## config.mk

```make
export PLATFORM = sky130hd
export DESIGN_NAME = fpmul_share_ctrl
export DESIGN_NICKNAME = d
export VERILOG_FILES = /design/src/rtl/fpmul_share_ctrl.sv
export SDC_FILE = /design/constraint.sdc
export NUM_CORES = 1
export LEC_CHECK = 0
export ABC_AREA = 0
export BUFFER_PORTS_ARGS = -buffer_cell sky130_fd_sc_hd__buf_2
export CORE_UTILIZATION = 25
export DETAILED_ROUTE_END_ITERATION = 12
export GPL_TIMING_DRIVEN = 0
export PLACE_DENSITY = 0.6
export SLEW_MARGIN = 0
export SYNTH_ARGS = -nofsm -noshare
export SYNTH_HDL_FRONTEND = slang
export SYNTH_SLANG_ARGS = --single-unit
```

## constraint.sdc

```tcl
create_clock -name clk -period 2.15 [get_ports clk]
set_input_delay 0.43 -clock clk [delete_from_list [all_inputs] [get_ports clk]]
set_output_delay 0.43 -clock clk [all_outputs]
set_load 0.005 [all_outputs]
```

## src/rtl/fpmul_share_ctrl.sv

```systemverilog
// Round-robin sequencer sharing one combinational fp32 multiplier
// between NREQ requesters; one operation in flight at a time.
module fpmul_share_ctrl #(
  parameter int NREQ = 2,
  parameter int IDW  = 1,
  parameter int CNTW = 16
) (
  input  logic                 clk,
  input  logic                 reset,
  input  logic [NREQ-1:0]      req_valid,
  output logic [NREQ-1:0]      req_ready,
  input  logic [32*NREQ-1:0]   req_a,
  input  logic [32*NREQ-1:0]   req_b,
  output logic [31:0]          mul_a,
  output logic [31:0]          mul_b,
  input  logic [31:0]          mul_r,
  output logic                 resp_valid,
  input  logic                 resp_ready,
  output logic [31:0]          resp_data,
  output logic [IDW-1:0]       resp_id,
  output logic                 busy,
  output logic [CNTW-1:0]      ops_done
);

  typedef enum logic [1:0] {
    IDLE,
    EXEC,
    RESP
  } state_t;

  state_t         state;
  state_t         state_nx;
  logic [IDW-1:0] last;
  logic [IDW-1:0] id;
  logic [IDW-1:0] gnt;
  logic [IDW-1:0] cand;
  logic           gnt_v;
  logic           xfer;

  // Scan downward so the nearest requester after last wins.
  always_comb begin
    gnt   = '0;
    gnt_v = 1'b0;
    cand  = '0;
    for (int k = NREQ; k >= 1; k--) begin
      cand = IDW'((int'(last) + k) % NREQ);
      if (req_valid[cand]) begin
        gnt   = cand;
        gnt_v = 1'b1;
      end
    end
  end

  assign xfer = (state == IDLE) && gnt_v && !reset;

  always_ff @(posedge clk) begin
    if (reset) state <= IDLE;
    else       state <= state_nx;
  end

  always_comb begin
    state_nx = state;
    unique case (state)
      IDLE:    if (xfer) state_nx = EXEC;
      EXEC:    state_nx = RESP;
      RESP:    if (resp_ready) state_nx = IDLE;
      default: state_nx = IDLE;
    endcase
  end

  always_comb begin
    req_ready = '0;
    busy      = (state != IDLE);
    if (xfer) req_ready = NREQ'(1) << gnt;
  end

  always_ff @(posedge clk) begin
    if (reset) begin
      last       <= IDW'(NREQ - 1);
      id         <= '0;
      mul_a      <= '0;
      mul_b      <= '0;
      resp_valid <= 1'b0;
      resp_data  <= '0;
      resp_id    <= '0;
      ops_done   <= '0;
    end else begin
      if (xfer) begin
        mul_a <= req_a[32*gnt +: 32];
        mul_b <= req_b[32*gnt +: 32];
        id    <= gnt;
        last  <= gnt;
      end
      if (state == EXEC) begin
        resp_data  <= mul_r;
        resp_id    <= id;
        resp_valid <= 1'b1;
      end
      if (state == RESP && resp_ready) begin
        resp_valid <= 1'b0;
        ops_done   <= ops_done + CNTW'(1);
      end
    end
  end

endmodule

```

### Word-level counts from Yosys, hierarchy flattened

Index checks and enable logic that the tools add are counted.
W data, S select, Z words.

* add/subtract/negate cells: 3
* multipliers: 0
* div/mod/pow operators: 0
* order comparisons: 2
* equality and inequality tests: 4
* shift-type cells: 3
* multiplexer cells: 12
* bitwise operators: 0
* reduce and logical (&&, ||, !) cells: 8

Operators with widths (number)
* $shiftx A64 B7 Y32: 2
* $add A16 B1 Y16 const B: 1
* $mux W1: 8
* $mux W2: 3
* $pmux W2 S3: 1
* $lt A1 B2 Y1 const B: 2
* $ne A2 B2 Y1 const B: 2
* $logic_and A1 B1 Y1: 3
* $add A1 B1 Y1 const B: 2
* $eq A2 B1 Y1 const B: 1
* $eq A2 B2 Y1 const B: 1
* $logic_not A2 Y1: 1
* $reduce_and A2 Y1: 1
* $reduce_bool A2 Y1: 1
* $reduce_or A2 Y1: 1
* $shl A1 B1 Y2 const A: 1
* $logic_not A1 Y1: 1

* register bits: 118
* bits in latches: 0
* RAM bits: 0
* bits in read-only memories: 0
* input port bits: 165
* output and inout bits: 117
* word-level logic and storage cells: 41
* memories kept: 0

### Logic depth before layout (Yosys ltp)

* word-level depth: 9
* gate-level depth with buffers: 6

### Worst setup path after synthesis

Ideal clock, no wire load.

* path kind: input port to flip-flop
* from: input resp_ready
* to: register ops_done[15]
* setup time: 121 ps
* data arrival time: 1584 ps
* path slack: 445 ps
* cell stages on the path: 5
* buffers on the path: 1
* path through: nand3b_1 -> buf_2 -> nor4_4 -> nor3b_1 -> mux2_2

* cells in the longest elaborated chain, start to end: 1

Ends and longest elaborated chain
* from (decl): line 18 `input logic resp_ready,`
* $logic_and A1 B1 Y1: line 99 `if (state == RESP && resp_ready) begin`
* to (signal assigned): line 101 `ops_done <= ops_done + CNTW'(1);`
* to (decl): line 22 `output logic [CNTW-1:0] ops_done`

No other way between the ends.
A chain may end at the register's enable or synchronous reset.

### Worst setup path after layout

* from: register state[1]
* to: output req_ready[0]

* cells in the longest elaborated chain, start to end: 4

Ends and longest elaborated chain
* from (decl): line 31 `state_t state;`
* from (signal assigned): line 58 `else state <= state_nx;`
* $logic_not A2 Y1: line 54 `assign xfer = (state == IDLE) && gnt_v && !reset;`
* $logic_and A1 B1 Y1 (2 in a row): line 54
* $mux W2: line 74 `if (xfer) req_ready = NREQ'(1) << gnt;`
* to (decl): line 11 `output logic [NREQ-1:0] req_ready,`

No other way between the ends.

==> flow_summary_export.csv <==
group,metric,value,unit
logic_synthesis,yosys.area.top_type,"dfxtp_1",
place,portBuffers,281,
setup_path,reg2reg_to,"mul_a[8]",
setup_path,r2r_setup_slack,220,ps
setup_path,crit_top_cell,"or2_4",
timing,setup_viol,0,
timing,report.final.hold_viol_count,0,
clocking,cts_root_buf,"clkbuf_16",
flow_run,maxCapViolCount,0,
clocking,clock_latency,400,ps
detailed_routing,num_vias,4792,
final_layout,final_cell_count_no_fill,1107,
power,power_density,870,mW/mm²
setup_path,worstSetupEndpointType,"primary output",
floorplanning,fp.dieW,141,µm
detailed_routing,totalWireLength,15.6,mm
floorplanning,core_region_area,0.0188,mm²
clocking,numCtsBuffers,17,
setup_path,required,1720,ps
grt,global_route.usage.total,15.7,%
detailed_routing,highest_layer,"met4",
logic_synthesis,async_flop_share,0,%
power,p_leak,3.35,nW
timing,min_period,2070,ps
place,post-place-ws,-169,ps
floorplanning,rows,50,
setup_path,cp_data_arrival_time,1640,ps
timing,final-max-slew-violation-count,0,
detailed_routing,dr.pass1.iters,4,
place,post-dp-hpwl,11.9,mm
place,dpl.cell_count,1076,
setup_path,path_cells,"or2_4 -> or2_4 -> nor3_1 -> buf_2",
clocking,cts_max_path_buffers,2,
setup_path,r2r_cells,5,
logic_synthesis,synth_nets,701,
setup_path,path_class,"flop to primary output",
timing,whs,263,ps
logic_synthesis,ys_warn_count,0,
setup_path,start_kind,"flop",
logic_synthesis,synth_edf_count,0,
final_layout,fin_nets,1000,
clocking,clk_pin_slew,50,ps
grt,antenna_found_initial,1,
setup_path,slowest_delay,340,ps
timing,fin_ws,79.1,ps
grt,grt.overflow.total,0,
grt,grt_pass1_vias,4628,
logic_synthesis,synthCells,535,
logic_synthesis,synth_area_leaders,"dfxtp_1, mux2i_1, a211oi_1",
floorplanning,die_area,0.0199,mm²
detailed_routing,avgViaCountPerCell,4.33,
setup_path,critPathTopFamily,"simple AND/OR/NAND/NOR gates",
logic_synthesis,ys_seq_elements,118,
floorplanning,initial_core_util,25.7,%
grt,grt_max_degree,20,
place,gp_congestion,0.801,
timing,fin_skew,8.12,ps
floorplanning,io_pins,282,
logic_synthesis,synth_area_per_cell,9.05,µm²
min_path,holdPathStages,3,
min_path,min_path_type,"input pin to flop",
timing,worst_pin_slew,647,ps
logic_synthesis,synth_ff_type,"dfxtp_1",
detailed_routing,drt-met1-wl,7.00,mm
clocking,htreeDepth,4,
timing,relSlewSlack,56.9,%
power,peakVddDrop,0.000495,V
final_layout,final_layout_size_suffix_gt1_share,40.0,%
floorplanning,fp.dieH,141,µm
logic_synthesis,synth_top_area_share,48.8,%
timing,fin_crit_sh,96.3,%
logic_synthesis,synth.distinct_cells,34,
logic_synthesis,synth_area,0.00484,mm²
grt,grt_pass1_wl,24.0,mm
setup_path,cp_max_fo,6,
min_path,min-delay-start,"mul_r[13]",
clocking,cts_tree,"built",
detailed_routing,wl_per_cell,14.1,µm
detailed_routing,drc,0,
detailed_routing,wl_met3,981,µm
final_layout,fill_cells,1928,
final_layout,area_growth,47.5,%
setup_path,crit_slowest_cell,"dfxtp_2",
setup_path,r2r-start,"state[1]",
detailed_routing,drt-initial-drc-count,120,
detailed_routing,routed-wl-met2,7.43,mm
run_status,outcome,"finished, final reports clean",
min_path,holdPathEnd,"resp_data[13]",
clocking,holdBufCountCts,0,
setup_path,cp.buffers_inverters,1,
timing,fmax,483,MHz
power,totalPowerFinal,0.00621,W
clocking,clkSinkCount,118,
logic_synthesis,yosysSeqAreaShare,48.8,%
detailed_routing,drtAntennaViolNets,0,
timing,rsz0062_at_grt,"false",
-- cell usage in the layout, fill, tap and decap left out, drive strengths merged --
| cell | instances |
|---|---|
| buf | 299 |
| and2 | 1 |
| a21oi | 39 |
| clkinv | 5 |
| nor3b | 1 |
| nor2 | 80 |
| nor4 | 1 |
| or3b | 1 |
| or3 | 4 |
| nor3 | 4 |
| nand3b | 2 |
| or2 | 2 |
| nand2 | 72 |
| nor2b | 4 |
| xnor2 | 5 |
| and3 | 1 |
| ha | 1 |
| or4 | 2 |
| inv | 3 |
| xor2 | 3 |
| and4b | 1 |
| bufinv | 1 |
| dfxtp | 118 |
| clkbuf | 46 |
| diode | 1 |
| a21boi | 1 |
| a211oi | 64 |
| mux2 | 3 |
| nand3 | 7 |
| clkinvlp | 3 |
| mux2i | 65 |
| nand4 | 1 |
| nand2b | 1 |
| o21ai | 5 |
-- power breakdown --
| group | switching [W] | internal (W) |
|---|---|---|
| logic | 0.000577 | 0.000483 |
| registers | 0.0000987 | 0.00239 |
| clock network | 0.000999 | 0.00166 |
-- stage by stage --
step / TNS [ps] / cell area (µm²) / util [%]
finish: 0 / 7140 / 37.9
global route: 0 / 7140 / 37.9
CTS: 0 / 7130 / 37.9
detailed placement: -289 / 6570 / 34.9
global placement: -228 / 6570 / 34.9
floorplan: 0 / 4840 / -
-- cells by family after synthesis --
logic type,Yosys count,share of synthesized area [%]
compound gates,109,14.6
xor+xnor,8,1.45
fa+ha+maj,1,0.258
buf+inv,46,4.01
flops,118,48.8
mux,68,14.1
simple gates,185,16.7
-- cell type report --
cell class	count	area [µm²]	area share [%]
Antenna cell	1	2.50	0.0350
Buffer	42	185	2.59
Clock buffer	22	474	6.64
Clock inverter	9	77.6	1.09
Inverter	3	11.3	0.158
Multi-Input combinational cell	371	2300	32.2
Sequential cell	118	2360	33.1
Tap cell	260	325	4.55
Timing Repair Buffer	281	1410	19.7
-- registers in the layout, summed over array words and instances (netlist names) --
signal      flops
resp_data      32
resp_id         1
id              1
state           2
mul_b          32
last            1
resp_valid      1
mul_a          32
ops_done       16
-- routing by layer --
| layer | global-route usage, % | up-vias |
|---|---|---|
| li1 | - | 2458 |
| met3 | 4.76 | 10 |
| met4 | 5.43 | 0 |
| met1 | 18.8 | 2137 |
| met2 | 26.7 | 187 |
| met5 | 0 | - |
-- worst min-delay path, delay by kind of cell --
kind                   cells  cell delay (ps)
buffers and inverters      1               90
AO/OA/AOI/OAI              1               50
AND/OR/NAND/NOR            1               40
-- timing repair --
| item | CTS | global route |
|---|---|---|
| endpoints found under the setup margin | 2 | 2 |
| gates resized for setup | 4 | 4 |
| buffers inserted | 0 | 0 |
-- synth_stat cells (2+ instances only) --
library cell and n:
mux2i_1 65, or2_2 2, xnor2_1 5, or3_1 3
inv_1 3, nor2_1 80, a211oi_1 64, dfxtp_1 118
nand2_1 72, nand3b_1 2, o21ai_0 5, nor2b_1 4
buf_1 4, nand3_1 7, a21oi_1 39, clkbuf_1 24
xor2_1 3, nor3_1 4, buf_2 14, mux2_2 3
-- worst max-delay path by stage --
stage	startpoint	endpoint	slack, ps	cells past startpoint
after floorplan	resp_ready	ops_done[15]	450	5
after global placement	req_valid[0]	req_ready[1]	-140	6
after detailed placement	req_valid[0]	req_ready[1]	-170	6
after CTS	state[1]	req_ready[1]	20	5
after global routing	state[1]	req_ready[1]	4	5
final	state[1]	req_ready[0]	80	4
No activity file was read; power rests on OpenSTA's default activity.
